## src/rtl/clock_gen_irq_intr_slave_if.sv

```systemverilog
// AXI4-Lite bus bundle for the clock_gen_irq interrupt-controller responder.
// The master modport drives requests; the slave modport drives responses.
interface clock_gen_irq_intr_slave_if #(
   parameter int unsigned C_S_AXI_DATA_WIDTH = 32,
   parameter int unsigned C_S_AXI_ADDR_WIDTH = 5
);
   logic [C_S_AXI_ADDR_WIDTH-1:0]   awaddr;
   logic [2:0]                      awprot;
   logic                            awvalid;
   logic                            awready;
   logic [C_S_AXI_DATA_WIDTH-1:0]   wdata;
   logic [C_S_AXI_DATA_WIDTH/8-1:0] wstrb;
   logic                            wvalid;
   logic                            wready;
   logic [1:0]                      bresp;
   logic                            bvalid;
   logic                            bready;
   logic [C_S_AXI_ADDR_WIDTH-1:0]   araddr;
   logic [2:0]                      arprot;
   logic                            arvalid;
   logic                            arready;
   logic [C_S_AXI_DATA_WIDTH-1:0]   rdata;
   logic [1:0]                      rresp;
   logic                            rvalid;
   logic                            rready;

   modport master (
      output awaddr, awprot, awvalid, wdata, wstrb, wvalid, bready,
      output araddr, arprot, arvalid, rready,
      input  awready, wready, bresp, bvalid, arready, rdata, rresp, rvalid
   );

   modport slave (
      input  awaddr, awprot, awvalid, wdata, wstrb, wvalid, bready,
      input  araddr, arprot, arvalid, rready,
      output awready, wready, bresp, bvalid, arready, rdata, rresp, rvalid
   );
endinterface

```

## src/rtl/clock_gen_irq_intr_slave.sv

```systemverilog
// AXI4-Lite interrupt-controller register bank (GIE/IER/ISR/IAR/IPR) with registered irq.
// Define CLOCK_GEN_IRQ_EDGE_DETECT_EN for rising-edge source detection; default is level mode.
module clock_gen_irq_intr_slave #(
   parameter int unsigned C_S_AXI_DATA_WIDTH = 32,
   parameter int unsigned C_S_AXI_ADDR_WIDTH = 5,
   parameter int unsigned C_NUM_OF_INTR      = 1,
   parameter bit          IRQ_ACTIVE_STATE   = 1'b1
) (
   input  logic                         S_AXI_ACLK,
   input  logic                         S_AXI_ARESETN,
   clock_gen_irq_intr_slave_if.slave    s_axi,
   input  logic [C_NUM_OF_INTR-1:0]     intr_src,
   output logic                         irq
);
   localparam int unsigned N = C_NUM_OF_INTR;
   localparam logic [2:0] AddrGie = 3'd0;
   localparam logic [2:0] AddrIer = 3'd1;
   localparam logic [2:0] AddrIsr = 3'd2;
   localparam logic [2:0] AddrIar = 3'd3;
   localparam logic [2:0] AddrIpr = 3'd4;

   logic          wr_ack_q, wr_ack_d;
   logic          bvalid_q, bvalid_d;
   logic          arready_q, arready_d;
   logic          rvalid_q, rvalid_d;
   logic [31:0]   rdata_q, rdata_d;
   logic          gie_q, gie_d;
   logic [N-1:0]  ier_q, ier_d;
   logic [N-1:0]  isr_q, isr_d;
   logic          irq_q, irq_d;

   logic          wr_en, rd_en;
   logic [N-1:0]  wmask, iar_clr, evt;
   logic [31:0]   rd_mux;
   logic          unused_ok;

   assign unused_ok = ^{s_axi.awaddr[1:0], s_axi.araddr[1:0], s_axi.awprot, s_axi.arprot,
                        s_axi.wstrb, s_axi.wdata};

   assign wr_en = s_axi.awvalid & s_axi.wvalid & ~wr_ack_q & ~bvalid_q;
   assign rd_en = s_axi.arvalid & ~arready_q & ~rvalid_q;

`ifdef CLOCK_GEN_IRQ_EDGE_DETECT_EN
   logic [N-1:0] src_q;

   always_ff @(posedge S_AXI_ACLK or negedge S_AXI_ARESETN) begin
      if (!S_AXI_ARESETN) src_q <= '0;
      else                src_q <= intr_src;
   end

   assign evt = intr_src & ~src_q;
`else
   assign evt = intr_src;
`endif

   always_comb begin
      for (int i = 0; i < int'(N); i++) wmask[i] = s_axi.wstrb[i/8];
   end

   always_comb begin
      wr_ack_d  = wr_en;
      bvalid_d  = bvalid_q;
      gie_d     = gie_q;
      ier_d     = ier_q;
      iar_clr   = '0;
      if (wr_ack_q)                   bvalid_d = 1'b1;
      else if (bvalid_q && s_axi.bready) bvalid_d = 1'b0;
      if (wr_en) begin
         case (s_axi.awaddr[4:2])
            AddrGie: if (s_axi.wstrb[0]) gie_d = s_axi.wdata[0];
            AddrIer: ier_d = (ier_q & ~wmask) | (s_axi.wdata[N-1:0] & wmask);
            AddrIar: iar_clr = s_axi.wdata[N-1:0] & wmask;
            default: ;
         endcase
      end
      // A new event on the same edge as an acknowledge wins.
      isr_d = (isr_q & ~iar_clr) | evt;
      irq_d = (gie_q && |(isr_q & ier_q)) ? IRQ_ACTIVE_STATE : ~IRQ_ACTIVE_STATE;
   end

   always_comb begin
      rd_mux = '0;
      case (s_axi.araddr[4:2])
         AddrGie: rd_mux = {31'b0, gie_q};
         AddrIer: rd_mux = 32'(ier_q);
         AddrIsr: rd_mux = 32'(isr_q);
         AddrIpr: rd_mux = 32'(isr_q & ier_q);
         default: rd_mux = '0;
      endcase
   end

   always_comb begin
      arready_d = rd_en;
      rvalid_d  = rvalid_q;
      rdata_d   = rdata_q;
      if (rd_en) begin
         rvalid_d = 1'b1;
         rdata_d  = rd_mux;
      end else if (rvalid_q && s_axi.rready) begin
         rvalid_d = 1'b0;
      end
   end

   always_ff @(posedge S_AXI_ACLK or negedge S_AXI_ARESETN) begin
      if (!S_AXI_ARESETN) begin
         wr_ack_q  <= 1'b0;
         bvalid_q  <= 1'b0;
         arready_q <= 1'b0;
         rvalid_q  <= 1'b0;
         rdata_q   <= '0;
         gie_q     <= 1'b0;
         ier_q     <= '0;
         isr_q     <= '0;
         irq_q     <= ~IRQ_ACTIVE_STATE;
      end else begin
         wr_ack_q  <= wr_ack_d;
         bvalid_q  <= bvalid_d;
         arready_q <= arready_d;
         rvalid_q  <= rvalid_d;
         rdata_q   <= rdata_d;
         gie_q     <= gie_d;
         ier_q     <= ier_d;
         isr_q     <= isr_d;
         irq_q     <= irq_d;
      end
   end

   assign s_axi.awready = wr_ack_q;
   assign s_axi.wready  = wr_ack_q;
   assign s_axi.bvalid  = bvalid_q;
   assign s_axi.bresp   = 2'b00;
   assign s_axi.arready = arready_q;
   assign s_axi.rvalid  = rvalid_q;
   assign s_axi.rdata   = rdata_q;
   assign s_axi.rresp   = 2'b00;
   assign irq           = irq_q;
endmodule

```

## src/flat_wrapper.sv

```systemverilog
// flat-port wrapper written by rule: the top's interface ports become plain ports
module clock_gen_irq_intr_slave_flat 
#(
   parameter int unsigned C_S_AXI_DATA_WIDTH = 32,
   parameter int unsigned C_S_AXI_ADDR_WIDTH = 5,
   parameter int unsigned C_NUM_OF_INTR      = 1,
   parameter bit          IRQ_ACTIVE_STATE   = 1'b1
)
  (S_AXI_ACLK, S_AXI_ARESETN, intr_src, irq, s_axi_awaddr, s_axi_awprot, s_axi_awvalid, s_axi_wdata, s_axi_wstrb, s_axi_wvalid, s_axi_bready, s_axi_araddr, s_axi_arprot, s_axi_arvalid, s_axi_rready, s_axi_awready, s_axi_wready, s_axi_bresp, s_axi_bvalid, s_axi_arready, s_axi_rdata, s_axi_rresp, s_axi_rvalid);
  clock_gen_irq_intr_slave_if #(.C_S_AXI_DATA_WIDTH(C_S_AXI_DATA_WIDTH), .C_S_AXI_ADDR_WIDTH(C_S_AXI_ADDR_WIDTH)) s_axi_i ();
  input  logic S_AXI_ACLK;
  input  logic S_AXI_ARESETN;
  input  logic [C_NUM_OF_INTR-1:0] intr_src;
  output logic irq;
  input wire logic [$bits(s_axi_i.awaddr)-1:0] s_axi_awaddr;
  input wire logic [$bits(s_axi_i.awprot)-1:0] s_axi_awprot;
  input wire logic [$bits(s_axi_i.awvalid)-1:0] s_axi_awvalid;
  input wire logic [$bits(s_axi_i.wdata)-1:0] s_axi_wdata;
  input wire logic [$bits(s_axi_i.wstrb)-1:0] s_axi_wstrb;
  input wire logic [$bits(s_axi_i.wvalid)-1:0] s_axi_wvalid;
  input wire logic [$bits(s_axi_i.bready)-1:0] s_axi_bready;
  input wire logic [$bits(s_axi_i.araddr)-1:0] s_axi_araddr;
  input wire logic [$bits(s_axi_i.arprot)-1:0] s_axi_arprot;
  input wire logic [$bits(s_axi_i.arvalid)-1:0] s_axi_arvalid;
  input wire logic [$bits(s_axi_i.rready)-1:0] s_axi_rready;
  output wire logic [$bits(s_axi_i.awready)-1:0] s_axi_awready;
  output wire logic [$bits(s_axi_i.wready)-1:0] s_axi_wready;
  output wire logic [$bits(s_axi_i.bresp)-1:0] s_axi_bresp;
  output wire logic [$bits(s_axi_i.bvalid)-1:0] s_axi_bvalid;
  output wire logic [$bits(s_axi_i.arready)-1:0] s_axi_arready;
  output wire logic [$bits(s_axi_i.rdata)-1:0] s_axi_rdata;
  output wire logic [$bits(s_axi_i.rresp)-1:0] s_axi_rresp;
  output wire logic [$bits(s_axi_i.rvalid)-1:0] s_axi_rvalid;
  assign s_axi_i.awaddr = s_axi_awaddr;
  assign s_axi_i.awprot = s_axi_awprot;
  assign s_axi_i.awvalid = s_axi_awvalid;
  assign s_axi_i.wdata = s_axi_wdata;
  assign s_axi_i.wstrb = s_axi_wstrb;
  assign s_axi_i.wvalid = s_axi_wvalid;
  assign s_axi_i.bready = s_axi_bready;
  assign s_axi_i.araddr = s_axi_araddr;
  assign s_axi_i.arprot = s_axi_arprot;
  assign s_axi_i.arvalid = s_axi_arvalid;
  assign s_axi_i.rready = s_axi_rready;
  assign s_axi_awready = s_axi_i.awready;
  assign s_axi_wready = s_axi_i.wready;
  assign s_axi_bresp = s_axi_i.bresp;
  assign s_axi_bvalid = s_axi_i.bvalid;
  assign s_axi_arready = s_axi_i.arready;
  assign s_axi_rdata = s_axi_i.rdata;
  assign s_axi_rresp = s_axi_i.rresp;
  assign s_axi_rvalid = s_axi_i.rvalid;
  clock_gen_irq_intr_slave #(.C_S_AXI_DATA_WIDTH(C_S_AXI_DATA_WIDTH), .C_S_AXI_ADDR_WIDTH(C_S_AXI_ADDR_WIDTH), .C_NUM_OF_INTR(C_NUM_OF_INTR), .IRQ_ACTIVE_STATE(IRQ_ACTIVE_STATE)) u_core (.S_AXI_ACLK(S_AXI_ACLK), .S_AXI_ARESETN(S_AXI_ARESETN), .s_axi(s_axi_i), .intr_src(intr_src), .irq(irq));
endmodule
```

## config.mk

```make
export PLATFORM = sky130hd
export DESIGN_NAME = clock_gen_irq_intr_slave_flat
export DESIGN_NICKNAME = d
export VERILOG_FILES = /design/src/rtl/clock_gen_irq_intr_slave_if.sv /design/src/rtl/clock_gen_irq_intr_slave.sv /design/src/flat_wrapper.sv
export SDC_FILE = /design/constraint.sdc
export NUM_CORES = 1
export LEC_CHECK = 0
export CAP_MARGIN = 10
export CELL_PAD_IN_SITES_DETAIL_PLACEMENT = 0
export CELL_PAD_IN_SITES_GLOBAL_PLACEMENT = 1
export CORE_MARGIN = 2
export CORE_UTILIZATION = 15
export CTS_BUF_LIST = sky130_fd_sc_hd__clkbuf_8
export DETAILED_ROUTE_END_ITERATION = 6
export GPL_ROUTABILITY_DRIVEN = 0
export PLACE_DENSITY_LB_ADDON = 0.1
export REMOVE_ABC_BUFFERS = 1
export SETUP_SLACK_MARGIN = 0.05
export SLEW_MARGIN = 20
export SYNTH_ARGS = -nofsm -noshare
export SYNTH_HDL_FRONTEND = slang
export SYNTH_SLANG_ARGS = --single-unit
export TNS_END_PERCENT = 1
```

## constraint.sdc

```tcl
create_clock -name S_AXI_ACLK -period 2.2 [get_ports S_AXI_ACLK]
set_input_delay 0.44 -clock S_AXI_ACLK [delete_from_list [all_inputs] [get_ports S_AXI_ACLK]]
set_output_delay 0.44 -clock S_AXI_ACLK [all_outputs]
set_load 0.02 [all_outputs]
```

After elaboration in Yosys (flattened, before gate mapping)
Cells that the tools add are included.

Register bits after elaboration: 40. Bits in latches: 0. RAM bits: 0. ROM bits: 0. Input bits: 60. Output and inout port bits: 42. Word-level logic and storage cells: 49. Memories: 0.

Add/sub/neg operators: 0. Multipliers: 0. Divide/modulo/power cells: 0. Magnitude comparators: 0. Equal/unequal tests: 5. Shift-type cells: 0. Muxes and demuxes: 8. Bitwise gates (word level): 18. Reduce and logical (&&, ||, !) cells: 9.

Operators by type and width (count): $pmux 32 s4 (1); $and 1x1->1 (10); $mux 1 (7); $eq 3x1->1 const B (2); $eq 3x2->1 const B (2); $logic_not 3->1 (2); $not 1->1 (6); $reduce_bool 2->1 (2); $eq 3x3->1 const B (1); $logic_and 1x1->1 (3); $reduce_and 3->1 (1); $or 1x1->1 (2); $reduce_and 2->1 (1).

Depth between registers and ports, before layout
Gate-level depths: netlist (run 1).

Depth after elaboration: 7. Depth in mapped cells: 3. Gate-level depth less buffers: 3.

Worst setup path before layout (run 1)
OpenSTA, ideal clock, no wires.

Path type: reg2reg. From: register u_core.wr_ack_q (netlist: u_core.s_axi.awready). To: register (tool-made name). Setup time: 125 ps. Arrival time: 1218 ps. Required time: 2075 ps. Path slack: 857 ps. Cell stages (with the launch flop): 4. Buffers on the path: 0. Clock period less this slack: 1343 ps. Path through: dfrtp_1 -> and4bb_2 -> nand4b_1 -> mux2_4.

RTL lines: start, declared (line clock_gen_irq_intr_slave.sv:22) `logic wr_ack_q, wr_ack_d;`; start signal, assigned (line clock_gen_irq_intr_slave.sv:116) `wr_ack_q <= wr_ack_d;`.

Worst setup path after layout (run 1)
From: register u_core.wr_ack_q (netlist: u_core.s_axi.awready). To: output s_axi_wready.

RTL lines: end, declared (line flat_wrapper.sv:27) `output wire logic [$bits(s_axi_i.wready)-1:0] s_axi_wready;`.

No word-level cell between the ends.

==> flow_summary.yaml, run 1 <==
final_layout:
  drive_gt1_share_pct: 5.26
  diodes: 0
  fin_nets: 156
  final_cell_mix: "conb_1 (35), clkdlybuf4s50_1 (22), dfrtp_1 (9), inv_1 (4), clkbuf_8 (3)"
  area_delta_synth_final_pct: 28.2
  layout_commonest_cell: "conb_1"
  nFillCells: 490
power:
  internal_power_w: 0.000384
  power_frac_seq_pct: 36.1
  p_switching_w: 0.000185
  clkPwrFrac_pct: 32.4
  combPwrFrac_pct: 31.5
  p_leak_nw: 0.421
  ir_worst_vdd_mv: 0.135
  p_sw_share_pct: 32.5
  power_density_nw_per_um2: 667
drt:
  first_iter_violations: 3
  vias_per_cell: 2.88
  dr.pass1.iters: 3
  via_count: 424
  drt_wl_total_mm: 1.14
  detail_route.wl_per_cell_um: 7.78
  drc: 0
  antenna_left: 0
yosys:
  synthTopCellsByArea: "buf_4 (41%), dfrtp_1 (34%), a21o_1 (2.3%)"
  ys_ff_latch: 9
  seq_area_frac_synth_pct: 33.8
  synth_area_per_cell_um2: 9.38
  synth_area_um2: 666
  yosysUniqueCellTypes: 21
  syn_inst: 71
  netlist.area_leader.share_pct: 40.6
  ys_warn_count: 0
  yosys.area.top_type: "buf_4"
die:
  start_util_pct: 15.4
  die_w_um: 70.6
  die_area_um2: 4990
  io_pins: 102
  die_h_um: 70.6
  core_area_um2: 4320
  num_rows: 24
worst_setup_path:
  critical_path.max_fanout: 4
  critPathLaunchType: "register"
  critPathRequiredTime_ns: 1.76
  critPathBufInv: 1
  cp.arrival_ns: 1.22
  critPathCaptureType: "primary output"
  critical_path.max_stage_delay_ns: 0.61
  path_class: "register to primary output"
  crit_family: "buffers and inverters"
  path_cells: "clkdlybuf4s50_1"
  critPathSlowestCell: "clkdlybuf4s50_1"
flow_run:
  cap_violations: 0
grt:
  grt_start_max_net_pins: 10
  overflow: 0
  grt_pass1_vias: 382
  antenna_found_initial: 0
  grtUsageTotal_pct: 4.59
  grt_first_pass_wirelength_mm: 1.70
timing:
  fin_ws_ns: 0.543
  hold_viol: 0
  fmax_ghz: 0.604
  rsz0062_at_grt: "no"
  maxSlewViolCount: 0
  skew_ns: 0.000244
  final.period_utilization_pct: 75.3
  period_needed_ns: 1.66
  tns_ns: 0
  setup_violations: 0
clock_tree:
  post_cts_buffers: 0
  cts_buffers: 3
  htree_num_levels: 1
  postCtsHoldBufs: 0
  insertion_delay_ns: 0.23
  cts_resized: 0
  root_buffer: "clkbuf_8"
  clk_pin_slew_ns: 0.04
  clock_sinks: 9
  max-clock-path-buffers: 2
  cts_tree: "yes"
place:
  portBuffers: 22
  preCtsSetupSlack_ns: 0.425
  hpwlAfterDp_um: 982
min_path:
  hold_class: "register to register"
run_status:
  status: "completed"
[layer usage]
| layer | global-route usage [%] | up-vias | part of all wire, % |
|---|---|---|---|
| met5 | 0 | - | 0 |
| met2 | 6.29 | 28 | 48 |
| met4 | 4.40 | 0 | 2.4 |
| li1 | - | 210 | - |
| met1 | 5.60 | 184 | 40 |
| met3 | 1.42 | 2 | 9.3 |
[worst paths after layout]
check                      cells past startpoint                                 to                         startpoint  slack (ns)
min in group asynchronous                      1  u_core.s_axi.rdata[0]$_DFFE_PN0P_                      S_AXI_ARESETN        0.51
max in group asynchronous                      1     u_core.s_axi.awready$_DFF_PN0_                      S_AXI_ARESETN        1.41
hold reg to reg                                1  u_core.s_axi.rdata[0]$_DFFE_PN0P_  u_core.s_axi.rdata[0]$_DFFE_PN0P_        0.49
setup reg to reg                               3                           register     u_core.s_axi.awready$_DFF_PN0_        0.86
setup / recovery                               1                       s_axi_wready     u_core.s_axi.awready$_DFF_PN0_        0.54
hold / removal                                 1  u_core.s_axi.rdata[0]$_DFFE_PN0P_  u_core.s_axi.rdata[0]$_DFFE_PN0P_        0.49
[Yosys cell counts]
cell,count
buf_4,36
dfrtp_1,9
inv_1,3
a21o_1,2
and3_1,2
nand2_1,2
nand3_1,2
o21ai_0,2
a21oi_1,1
a32o_1,1
and4bb_2,1
conb_1,1
mux2_1,1
mux2_4,1
nand2b_1,1
nand4b_1,1
nor2_1,1
nor2b_1,1
nor3_1,1
o31ai_1,1
or3b_1,1
[cell type report]
class                   count  area [µm²]  area share, %
clock buffers               3        41.3           4.84
clock inverters             1        3.75          0.440
inverters                   3        11.3           1.32
multi-input cells          57         287           33.6
flip-flops and latches      9         225           26.4
well taps                  52        65.1           7.62
repair buffers             22         220           25.8
[through the flow]
step | area [µm²] | power, W | utilization (%) | instances | hold slack (ns)
CTS | 853 | 0.000581 | 19.7 | 147 | 0.500
global route | 853 | 0.000608 | 19.7 | 147 | 0.535
floorplan | 523 | 0.000311 | - | 69 | 0.144
detailed placement | 808 | 0.000389 | 18.7 | 143 | 0.489
finish | 853 | 0.000570 | 19.7 | 147 | 0.492
global placement | 808 | 0.000389 | 18.7 | 143 | 0.503
[power groups by stage]
| stage | Combinational [W] | Sequential [W] | Clock [W] |
|---|---|---|---|
| floorplan | 0.0000837 | 0.000227 | 0 |
| global placement | 0.000181 | 0.000209 | 0 |
| detailed placement | 0.000179 | 0.000209 | 0 |
| CTS | 0.000180 | 0.000206 | 0.000194 |
| global route | 0.000194 | 0.000210 | 0.000204 |
| finish | 0.000180 | 0.000205 | 0.000185 |
[cell families after synthesis]
group | count (synthesis) | share of synthesized area [%]
buffers and inverters | 39 | 42.3
AND/OR/NAND/NOR | 13 | 12.2
flip-flops | 9 | 33.8
AO/OA/AOI/OAI | 7 | 7.14
multiplexers | 2 | 3.95
other | 1 | 0.563
Note: power is estimated with default switching activity, not from simulation.
==> run 2: changes to the inputs <==
- CORE_UTILIZATION: 15 -> 12
- clock period: 2.2 -> 1.4 ns (I/O delays scaled with it)
==> run 2 against run 1 <==
Clock skew up 0.0012 ns; via count is 5.9% higher; core utilization decreased by 3.5 points; largest cell class unchanged; final cell count grew 15%; clock-buffer cell count unchanged; critical path depth grew 3; cell area rose by 3.7%.
==> flow_summary.yaml, run 2 (synthesis results as in run 1) <==
worst_setup_path:
  crit_family: "buffers and inverters"
  critPathSlowestCell: "clkdlybuf4s50_1"
  path_cells: "clkdlybuf4s50_1 > and4bb_2 > nand4b_1 > mux2_4"
  critical_path.max_stage_delay_ns: 0.45
  critPathLaunchType: "primary input"
  r2r_cells: 3
  timing.rr.start: "u_core.s_axi.awready$_DFF_PN0_"
  critPathBufInv: 1
  critPathCaptureType: "register"
  critical_path.max_fanout: 4
  r2r_slack_ns: 0.11
  cp.arrival_ns: 1.44
  path_class: "primary input to register"
  critPathRequiredTime_ns: 1.51
clock_tree:
  postCtsHoldBufs: 0
  max-clock-path-buffers: 2
  cts_buffers: 3
  clk_pin_slew_ns: 0.05
  post_cts_buffers: 0
  insertion_delay_ns: 0.23
  cts_tree: "yes"
  htree_num_levels: 1
  root_buffer: "clkbuf_8"
  clock_sinks: 9
grt:
  grt_pass1_vias: 377
  antenna_found_initial: 0
  grt_start_max_net_pins: 10
  overflow: 0
  grt_first_pass_wirelength_mm: 1.76
  grtUsageTotal_pct: 4.05
die:
  die_h_um: 78.5
  num_rows: 27
  start_util_pct: 12.2
  die_w_um: 78.5
  core_area_um2: 5440
  io_pins: 102
  die_area_um2: 6160
timing:
  final.period_utilization_pct: 95.1
  fin_ws_ns: 0.0692
  hold_viol: 0
  fmax_ghz: 0.751
  rsz0062_at_grt: "yes"
  maxSlewViolCount: 0
  skew_ns: 0.00144
  hold_slack_ns: 0.363
  setup_violations: 0
  period_needed_ns: 1.33
final_layout:
  diodes: 0
  nFillCells: 622
  fin_nets: 158
  final_cell_mix: "conb_1 (35), clkdlybuf4s50_1 (15), dfrtp_1 (9), dlygate4sd2_1 (7), inv_1 (4)"
  area_delta_synth_final_pct: 32.9
  layout_commonest_cell: "conb_1"
  drive_gt1_share_pct: 7.22
power:
  p_leak_nw: 0.455
  total_power_w: 0.000882
  ir_worst_vdd_mv: 0.199
  power_density_nw_per_um2: 997
place:
  preCtsSetupSlack_ns: -0.201
  portBuffers: 22
  hpwlAfterDp_mm: 1.04
run_status:
  status: "completed"
min_path:
  hold_class: "primary input to asynchronous set/reset pin"
drt:
  drt_wl_total_mm: 1.26
  dr.pass1.iters: 5
  vias_per_cell: 2.66
  drc: 0
  antenna_left: 0
  first_iter_violations: 7
  via_count: 449
  detail_route.wl_per_cell_um: 7.44
flow_run:
  cap_violations: 0
run 2: changes by cell type in the layout (fill, tap and decap cells not counted):
| cell | change |
|---|---|
| dlygate4sd2_1 | +7 |
| buf_4 | +2 |
| clkdlybuf4s50_1 | -7 |
run 2: area by class of cell:
class	count	area, µm²	share of cell area [%]
clock buffer	3	41.3	4.67
clock inverter	1	3.75	0.424
inverter	3	11.3	1.27
multi-input combinational	57	287	32.4
sequential	9	225	25.5
tap	72	90.1	10.2
timing repair buffer	24	226	25.6
run 2: through the flow:
stage | util [%] | TNS [ns] | cell area (µm²) | cells
after floorplan | - | -0.0378 | 523 | 69
after global placement | 15.6 | -0.575 | 848 | 165
after detailed placement | 15.6 | -0.586 | 848 | 165
after CTS | 16.3 | 0 | 885 | 169
after global routing | 16.3 | 0 | 885 | 169
final | 16.3 | 0 | 885 | 169
run 2: how the worst max path moves through the flow:
stage	cells past startpoint	slack (ns)	end	start
floorplan	3	-0.04	register	u_core.s_axi.awready$_DFF_PN0_
global placement	4	-0.20	register	s_axi_awvalid
detailed placement	4	-0.20	register	s_axi_wvalid
CTS	4	0.05	register	s_axi_wvalid
global route	4	0.01	register	s_axi_wvalid
finish	4	0.07	register	s_axi_awvalid
run 2: per-layer routing:
| layer | global-route usage [%] | wire length, µm | vias to the layer above |
|---|---|---|---|
| met3 | 1.49 | 169 | 2 |
| met5 | 0 | 0 | - |
| li1 | - | - | 213 |
| met4 | 4.74 | 34 | 0 |
| met1 | 4.51 | 501 | 191 |
| met2 | 5.43 | 554 | 43 |
run 2: report_power, final:
part	leakage (nW)	switching (W)	internal, W
Combinational	0.314	0.000168	0.000103
Clock	0.0269	0.0000994	0.000191
Sequential	0.114	0.0000235	0.000297
Total	0.455	0.000291	0.000591
run 2: what timing repair did:
item / in CTS / in global routing
endpoints found under the setup margin: 8 / 2
pin swaps: 1 / 1
gates resized for setup: 7 / 0
endpoints found under the hold margin: 0 / 0
